==> config.mk <==
export PLATFORM = sky130hd
export DESIGN_NAME = output_interface_flat
export DESIGN_NICKNAME = d
export VERILOG_FILES = /design/src/rtl/output_interface_if.sv /design/src/rtl/output_interface.sv /design/src/flat_wrapper.sv
export SDC_FILE = /design/constraint.sdc
export NUM_CORES = 1
export LEC_CHECK = 0
export ABC_AREA = 1
export BUFFER_PORTS_ARGS = -buffer_cell sky130_fd_sc_hd__buf_2
export CAP_MARGIN = 20
export CORE_MARGIN = 1.5
export CORE_UTILIZATION = 36
export DETAILED_ROUTE_END_ITERATION = 10
export GPL_TIMING_DRIVEN = 0
export SKIP_CTS_REPAIR_TIMING = 1
export SLEW_MARGIN = 20
export SYNTH_ARGS = -nofsm -noshare
export SYNTH_HDL_FRONTEND = slang
export SYNTH_SLANG_ARGS = --single-unit
==> constraint.sdc <==
create_clock -name Clk_in -period 4.85 [get_ports Clk_in]
set_clock_uncertainty 0.1 [all_clocks]
set_input_delay 0.485 -clock Clk_in [delete_from_list [all_inputs] [get_ports Clk_in]]
set_output_delay 0.485 -clock Clk_in [all_outputs]
set_load 0.02 [all_outputs]
==> src/rtl/output_interface_if.sv <==
`default_nettype none
// +-----------------------------------------------------------------------------+
// | Interface : output_interface_if                                             |
// | Purpose   : Bundles the frame-buffer read port, the frame handshake and the |
// |             outgoing pixel-stream framing of output_interface.              |
// | Signals   : frame_ready, out_width, out_height   - frame request/dims      |
// |             mem_rd_en, mem_rd_addr, mem_rd_data  - frame-buffer read port  |
// |             Start_out, H_Valid_out, H_Jump_out,                             |
// |             Bmp_Data_out                         - pixel-stream framing    |
// |             busy, frame_done                     - status                  |
// | Modports  : master = output_interface side, slave = buffer/monitor side     |
// | Revision  : 1.0 - initial release                                           |
// +-----------------------------------------------------------------------------+
interface output_interface_if #(
  parameter int DIM_W  = 11,
  parameter int ADDR_W = 22
);
  logic              frame_ready;
  logic [DIM_W-1:0]  out_width;
  logic [DIM_W-1:0]  out_height;
  logic              mem_rd_en;
  logic [ADDR_W-1:0] mem_rd_addr;
  logic [23:0]       mem_rd_data;
  logic              Start_out;
  logic              H_Valid_out;
  logic              H_Jump_out;
  logic [23:0]       Bmp_Data_out;
  logic              busy;
  logic              frame_done;

  modport master (
    input  frame_ready, out_width, out_height, mem_rd_data,
    output mem_rd_en, mem_rd_addr, Start_out, H_Valid_out, H_Jump_out,
           Bmp_Data_out, busy, frame_done
  );

  modport slave (
    output frame_ready, out_width, out_height, mem_rd_data,
    input  mem_rd_en, mem_rd_addr, Start_out, H_Valid_out, H_Jump_out,
           Bmp_Data_out, busy, frame_done
  );
endinterface
`default_nettype wire

==> src/rtl/output_interface.sv <==
`default_nettype none
// +-----------------------------------------------------------------------------+
// | Module    : output_interface                                                |
// | Purpose   : Transmit side of the pixel-stream protocol. Reads a finished    |
// |             image from the frame buffer pixel by pixel and emits it with    |
// |             Start / H_Valid / H_Jump / 24-bit RGB framing.                  |
// | Ports     : Clk_in  - system clock                                          |
// |             Rst_in  - synchronous active-high reset                         |
// |             bus     - output_interface_if.master (frame handshake, read     |
// |                       port, pixel framing, busy/frame_done status)          |
// | Options   : OUT_BOTTOM_UP_EN - when defined, rows are read from height-1    |
// |             down to 0 (BMP bottom-up storage); framing timing unchanged.    |
// | Revision  : 1.0 - initial release                                           |
// +-----------------------------------------------------------------------------+
module output_interface #(
  parameter int DIM_W      = 11,
  parameter int ADDR_W     = 22,
  parameter int H_GAP      = 2,
  parameter int RD_LATENCY = 1
) (
  input  logic                Clk_in,
  input  logic                Rst_in,
  output_interface_if.master  bus
);

  // Tag pipeline depth: read latency plus the one register on mem_rd_data.
  localparam int NSTG  = RD_LATENCY + 1;
  localparam int GAP_W = (H_GAP > 1) ? $clog2(H_GAP) : 1;

  localparam logic [1:0] S_IDLE  = 2'd0;
  localparam logic [1:0] S_ROW   = 2'd1;
  localparam logic [1:0] S_GAP   = 2'd2;
  localparam logic [1:0] S_DRAIN = 2'd3;

  logic [1:0]       state_q, state_d;
  logic [DIM_W-1:0] width_q, height_q;
  logic [DIM_W-1:0] row_q, col_q;
  logic [GAP_W-1:0] gap_q;

  logic [NSTG-1:0]  pix_q, first_q, jump_q, last_q;
  logic [23:0]      data_q;

  logic              accept;
  logic              col_end, gap_end, row_last, drain_exit;
  logic [DIM_W-1:0]  phys_row;
  logic              rd_en;
  logic [ADDR_W-1:0] rd_addr;
  logic              tag_pix, tag_first, tag_jump, tag_last;

  // A request is only honoured from IDLE with a non-empty image.
  assign accept = (state_q == S_IDLE) && bus.frame_ready &&
                  (bus.out_width != '0) && (bus.out_height != '0);

  assign col_end  = (col_q == width_q - DIM_W'(1));
  assign gap_end  = (gap_q == GAP_W'(H_GAP - 1));
  assign row_last = (row_q == height_q - DIM_W'(1));

  // row_q counts rows in issue order; phys_row is the frame-buffer row.
`ifdef OUT_BOTTOM_UP_EN
  assign phys_row = height_q - DIM_W'(1) - row_q;
`else
  assign phys_row = row_q;
`endif

  // DRAIN ends on the frame_done cycle; if a long gap already let the last
  // tag leave the pipeline, nothing is pending and DRAIN ends at once.
  assign drain_exit = last_q[NSTG-1] || (last_q == '0);

  // ---------------------------------------------------------------- state reg
  always_ff @(posedge Clk_in) begin
    if (Rst_in) begin
      state_q <= S_IDLE;
    end else begin
      state_q <= state_d;
    end
  end

  // --------------------------------------------------------------- next state
  always_comb begin
    state_d = state_q;
    case (state_q)
      S_IDLE:  if (accept)     state_d = S_ROW;
      S_ROW:   if (col_end)    state_d = S_GAP;
      S_GAP:   if (gap_end)    state_d = row_last ? S_DRAIN : S_ROW;
      S_DRAIN: if (drain_exit) state_d = S_IDLE;
      default:                 state_d = S_IDLE;
    endcase
  end

  // ------------------------------------------------------------------ outputs
  always_comb begin
    rd_en     = 1'b0;
    rd_addr   = '0;
    tag_pix   = 1'b0;
    tag_first = 1'b0;
    tag_jump  = 1'b0;
    tag_last  = 1'b0;
    case (state_q)
      S_ROW: begin
        rd_en     = 1'b1;
        rd_addr   = ADDR_W'(phys_row) * ADDR_W'(width_q) + ADDR_W'(col_q);
        tag_pix   = 1'b1;
        tag_first = (row_q == '0) && (col_q == '0);
      end
      S_GAP: begin
        tag_jump = (gap_q == '0);
        tag_last = (gap_q == '0) && row_last;
      end
      default: ;
    endcase
  end

  // ----------------------------------------------------- counters / dimensions
  always_ff @(posedge Clk_in) begin
    if (Rst_in) begin
      width_q  <= '0;
      height_q <= '0;
      row_q    <= '0;
      col_q    <= '0;
      gap_q    <= '0;
    end else begin
      case (state_q)
        S_IDLE: begin
          if (accept) begin
            width_q  <= bus.out_width;
            height_q <= bus.out_height;
            row_q    <= '0;
            col_q    <= '0;
            gap_q    <= '0;
          end
        end
        S_ROW: begin
          col_q <= col_end ? '0 : col_q + DIM_W'(1);
        end
        S_GAP: begin
          if (gap_end) begin
            gap_q <= '0;
            row_q <= row_q + DIM_W'(1);
          end else begin
            gap_q <= gap_q + GAP_W'(1);
          end
        end
        default: ;
      endcase
    end
  end

  // ------------------------------------------------------- alignment pipeline
  // Tags travel alongside the read so they line up with the registered data.
  always_ff @(posedge Clk_in) begin
    if (Rst_in) begin
      pix_q   <= '0;
      first_q <= '0;
      jump_q  <= '0;
      last_q  <= '0;
      data_q  <= '0;
    end else begin
      pix_q   <= {pix_q[NSTG-2:0],   tag_pix};
      first_q <= {first_q[NSTG-2:0], tag_first};
      jump_q  <= {jump_q[NSTG-2:0],  tag_jump};
      last_q  <= {last_q[NSTG-2:0],  tag_last};
      data_q  <= bus.mem_rd_data;
    end
  end

  assign bus.mem_rd_en    = rd_en;
  assign bus.mem_rd_addr  = rd_addr;
  assign bus.busy         = (state_q != S_IDLE);
  assign bus.Start_out    = first_q[NSTG-1];
  assign bus.H_Valid_out  = pix_q[NSTG-1];
  assign bus.H_Jump_out   = jump_q[NSTG-1];
  assign bus.frame_done   = last_q[NSTG-1];
  assign bus.Bmp_Data_out = pix_q[NSTG-1] ? data_q : 24'd0;

endmodule
`default_nettype wire

==> src/flat_wrapper.sv <==
// flat-port wrapper written by rule: the top's interface ports become plain ports
module output_interface_flat 
#(
  parameter int DIM_W      = 11,
  parameter int ADDR_W     = 22,
  parameter int H_GAP      = 2,
  parameter int RD_LATENCY = 1
)
  (Clk_in, Rst_in, bus_frame_ready, bus_out_width, bus_out_height, bus_mem_rd_data, bus_mem_rd_en, bus_mem_rd_addr, bus_Start_out, bus_H_Valid_out, bus_H_Jump_out, bus_Bmp_Data_out, bus_busy, bus_frame_done);
  output_interface_if #(.DIM_W(DIM_W), .ADDR_W(ADDR_W)) bus_i ();
  input  logic Clk_in;
  input  logic Rst_in;
  input wire logic [$bits(bus_i.frame_ready)-1:0] bus_frame_ready;
  input wire logic [$bits(bus_i.out_width)-1:0] bus_out_width;
  input wire logic [$bits(bus_i.out_height)-1:0] bus_out_height;
  input wire logic [$bits(bus_i.mem_rd_data)-1:0] bus_mem_rd_data;
  output wire logic [$bits(bus_i.mem_rd_en)-1:0] bus_mem_rd_en;
  output wire logic [$bits(bus_i.mem_rd_addr)-1:0] bus_mem_rd_addr;
  output wire logic [$bits(bus_i.Start_out)-1:0] bus_Start_out;
  output wire logic [$bits(bus_i.H_Valid_out)-1:0] bus_H_Valid_out;
  output wire logic [$bits(bus_i.H_Jump_out)-1:0] bus_H_Jump_out;
  output wire logic [$bits(bus_i.Bmp_Data_out)-1:0] bus_Bmp_Data_out;
  output wire logic [$bits(bus_i.busy)-1:0] bus_busy;
  output wire logic [$bits(bus_i.frame_done)-1:0] bus_frame_done;
  assign bus_i.frame_ready = bus_frame_ready;
  assign bus_i.out_width = bus_out_width;
  assign bus_i.out_height = bus_out_height;
  assign bus_i.mem_rd_data = bus_mem_rd_data;
  assign bus_mem_rd_en = bus_i.mem_rd_en;
  assign bus_mem_rd_addr = bus_i.mem_rd_addr;
  assign bus_Start_out = bus_i.Start_out;
  assign bus_H_Valid_out = bus_i.H_Valid_out;
  assign bus_H_Jump_out = bus_i.H_Jump_out;
  assign bus_Bmp_Data_out = bus_i.Bmp_Data_out;
  assign bus_busy = bus_i.busy;
  assign bus_frame_done = bus_i.frame_done;
  output_interface #(.DIM_W(DIM_W), .ADDR_W(ADDR_W), .H_GAP(H_GAP), .RD_LATENCY(RD_LATENCY)) u_core (.Clk_in(Clk_in), .Rst_in(Rst_in), .bus(bus_i));
endmodule
==> metrics.yaml <==
run_status:
  status: "complete, but fails checks"
  violations: "setup timing"
critical_path:
  worstPathMaxFanout: 7
  cp.arrival_ns: 5.04
  cp_data_required_time_ns: 4.26
  end_kind: "primary output"
  path_class: "reg -> out"
  cp-start-kind: "register"
synth:
  yosysSeqAreaShare_pct: 18.0
  synth_top_area_share_pct: 20.7
  synth_warnings: 0
  synth_nets: 1502
  async_reset_ff_share_pct: 0
  synthFlopType: "dfxtp_1"
  synth-edff-count: 0
  syn-instance-count: 1296
  synth_area_per_cell_um2: 6.80
  ys_ff_latch: 79
  synth_area_mm2: 0.00881
  synth_area_leaders: "fa_1 (21%), dfxtp_1 (18%), inv_1 (13%)"
  synth_area_leader_cell: "fa_1"
  synth.distinct_cells: 37
routing:
  vias: 8215
  drtIter0Drc: 536
  routed_wl_um: 23500
  ant_nets: 0
  viasPerCell: 4.60
  wl_per_cell_um: 13.2
  drc: 0
  firstDrtPassIters: 5
layout:
  syn2layout_area_growth_pct: 30.7
  fin_cells: 1785
  antenna_cells: 0
  fin_nets: 1662
  drive_above_1_share_pct: 24.3
  fin_area_mm2: 0.0115
  utilization_pct: 47.6
  fill_cells: 2442
sta:
  post-route-period-util_pct: 116
  final.setup.tns_ns: -8.09
  fin_ws_ns: -0.779
  hold_viol: 0
  tightest_slew_ns: 0.665
  rsz0062_at_grt: "yes"
  period_needed_ns: 5.63
  slew_viol_final: 0
  holdWs_ns: 0.243
  setup_viol: 15
  relSlewSlack_pct: 55.5
  clock.fmax_mhz: 178
global_route:
  grtUsageTotal_pct: 17.9
  antenna_found_initial: 0
  grt_pass1_vias: 7774
  grt_max_degree: 17
  grt_pass1_wl_um: 37400
  grt.overflow.total: 0
floorplanning:
  die_area_mm2: 0.0254
  start_util_pct: 36.4
  fp-row-count: 57
  die_x_um: 159
  ios: 101
  core_area_mm2: 0.0242
  die_y_um: 159
power_and_ir_drop:
  power_density_mw_per_mm2: 235
  p_leak_nw: 6.24
  design_power_total_mw: 2.70
  max-vdd-ir-drop_mv: 0.269
cts:
  cts_made_buffers: 9
  cts_tree: "done"
  clk_transition_reported_paths_ns: 0.07
  ctsRootBufferMaster: "clkbuf_16"
  cts_max_level: 3
  clock-sinks: 79
  cts_buffer_depth: 2
  clkLatencyLatePin_ns: 0.34
placement:
  place.gp.congestion: 0.880
  port_buffers: 100
  hpwl_um: 18300
  place_inst: 1720
  pre_cts_ws_ns: -0.614
  place_area_mm2: 0.0102
worst_hold_path:
  hold_class: "in -> reg"
flow_run:
  cap_violations: 0
-- critical path, stage by stage, from the launching register on --
cell and delay [ns]:
dfxtp_2 0.32, buf_8 0.13, buf_8 0.13, nand2_1 0.06
inv_1 0.05, fa_1 0.57, fa_1 0.49, fa_1 0.53
fa_1 0.52, inv_2 0.04, fa_1 0.51, inv_2 0.05
ha_4 0.32, nand2_4 0.07, nor2_1 0.10, inv_1 0.06
nor2_2 0.17, nand4_1 0.13, nand3_2 0.12, o21ai_2 0.06
a21oi_2 0.14, buf_6 0.13
-- registers in the layout, summed over array words and instances, names as in the netlist --
register and count:
u_core.first_q 2, u_core.width_q 11, u_core.height_q 11, u_core.state_q 2, u_core.pix_q 2, u_core.data_q 24
u_core.gap_end 1, u_core.phys_row 11, u_core.last_q 2, u_core.col_q 11, u_core.jump_q 2
-- worst paths after layout --
| kind | from | endpoint | slack, ns | depth (start not counted) |
|---|---|---|---|---|
| setup / recovery | u_core.width_q[6] | bus_mem_rd_addr[20] | -0.78 | 21 |
| hold / removal | bus_mem_rd_data[14] | u_core.data_q[14] | 0.24 | 3 |
| setup reg to reg | u_core.state_q[0] | u_core.first_q[0] | 2.60 | 6 |
| hold reg to reg | u_core.jump_q[0] | u_core.jump_q[1] | 0.31 | 2 |
-- power breakdown --
| group | switching, mW | internal (mW) |
|---|---|---|
| clock network | 0.296 | 0.358 |
| logic | 0.752 | 0.448 |
| registers | 0.103 | 0.747 |
| total | 1.15 | 1.55 |
-- cells in the final DEF, fill, tap and decap left out, types with 8 or more instances in the layout --
cell / instances
buf_8: 16
ha_4: 12
a21oi_1: 52
nand2_1: 289
clkbuf_1: 14
dfxtp_2: 11
o21ai_0: 28
buf_4: 47
fa_2: 9
dfxtp_1: 60
ha_1: 50
nor2_1: 98
a21oi_2: 12
nand4_1: 12
xor2_1: 21
nand3_1: 56
clkbuf_16: 15
nor2_4: 10
inv_2: 22
nand2_2: 17
fa_1: 82
nand2_4: 9
dfxtp_4: 8
nor3_1: 13
buf_6: 16
inv_1: 294
nor2_2: 10
buf_2: 92
-- area by class of cell --
type	count	area, µm²	area share (%)
multi-input cells	847	6400	55.6
flip-flops and latches	79	1630	14.1
inverters	316	1190	10.3
repair buffers	149	1040	9.02
plain buffers	54	569	4.94
well taps	324	405	3.52
clock buffers	9	225	1.96
clock inverters	7	61.3	0.532
-- layer usage --
layer,part of all wire [%],global-route usage (%),vias to the layer above,wire length (µm)
li1,-,-,4193,-
met1,47,24.9,3813,11000
met2,47,30.0,182,11100
met3,4.0,1.93,27,938
met4,1.5,4.03,0,362
met5,0,0,-,0
-- cells by family (layout without fill, tap and decap cells) --
family | after synthesis | after routing | synth area share, %
XOR/XNOR | 29 | 29 | 3.04
buffers and inverters | 370 | 535 | 16.1
AO/OA/AOI/OAI | 126 | 126 | 7.63
adder cells (fa/ha/maj) | 157 | 157 | 30.1
AND/OR/NAND/NOR | 535 | 535 | 25.2
flip-flops | 79 | 79 | 18.0
-- cells in the mapped netlist, types with 3 or more instances --
cell type / n
nor2_2: 3
ha_1: 66
nand3b_1: 5
nor2_1: 112
dfxtp_1: 79
nor2_4: 3
nor3_1: 13
nand4_1: 12
o21bai_1: 5
nand2_1: 313
buf_2: 9
a21oi_1: 70
inv_1: 315
nor4_1: 6
clkbuf_1: 37
nand3_1: 61
o21ai_0: 39
buf_1: 5
xnor2_1: 7
xor2_1: 21
o21a_1: 3
fa_1: 91
Note: power is estimated with default switching activity, not from simulation.
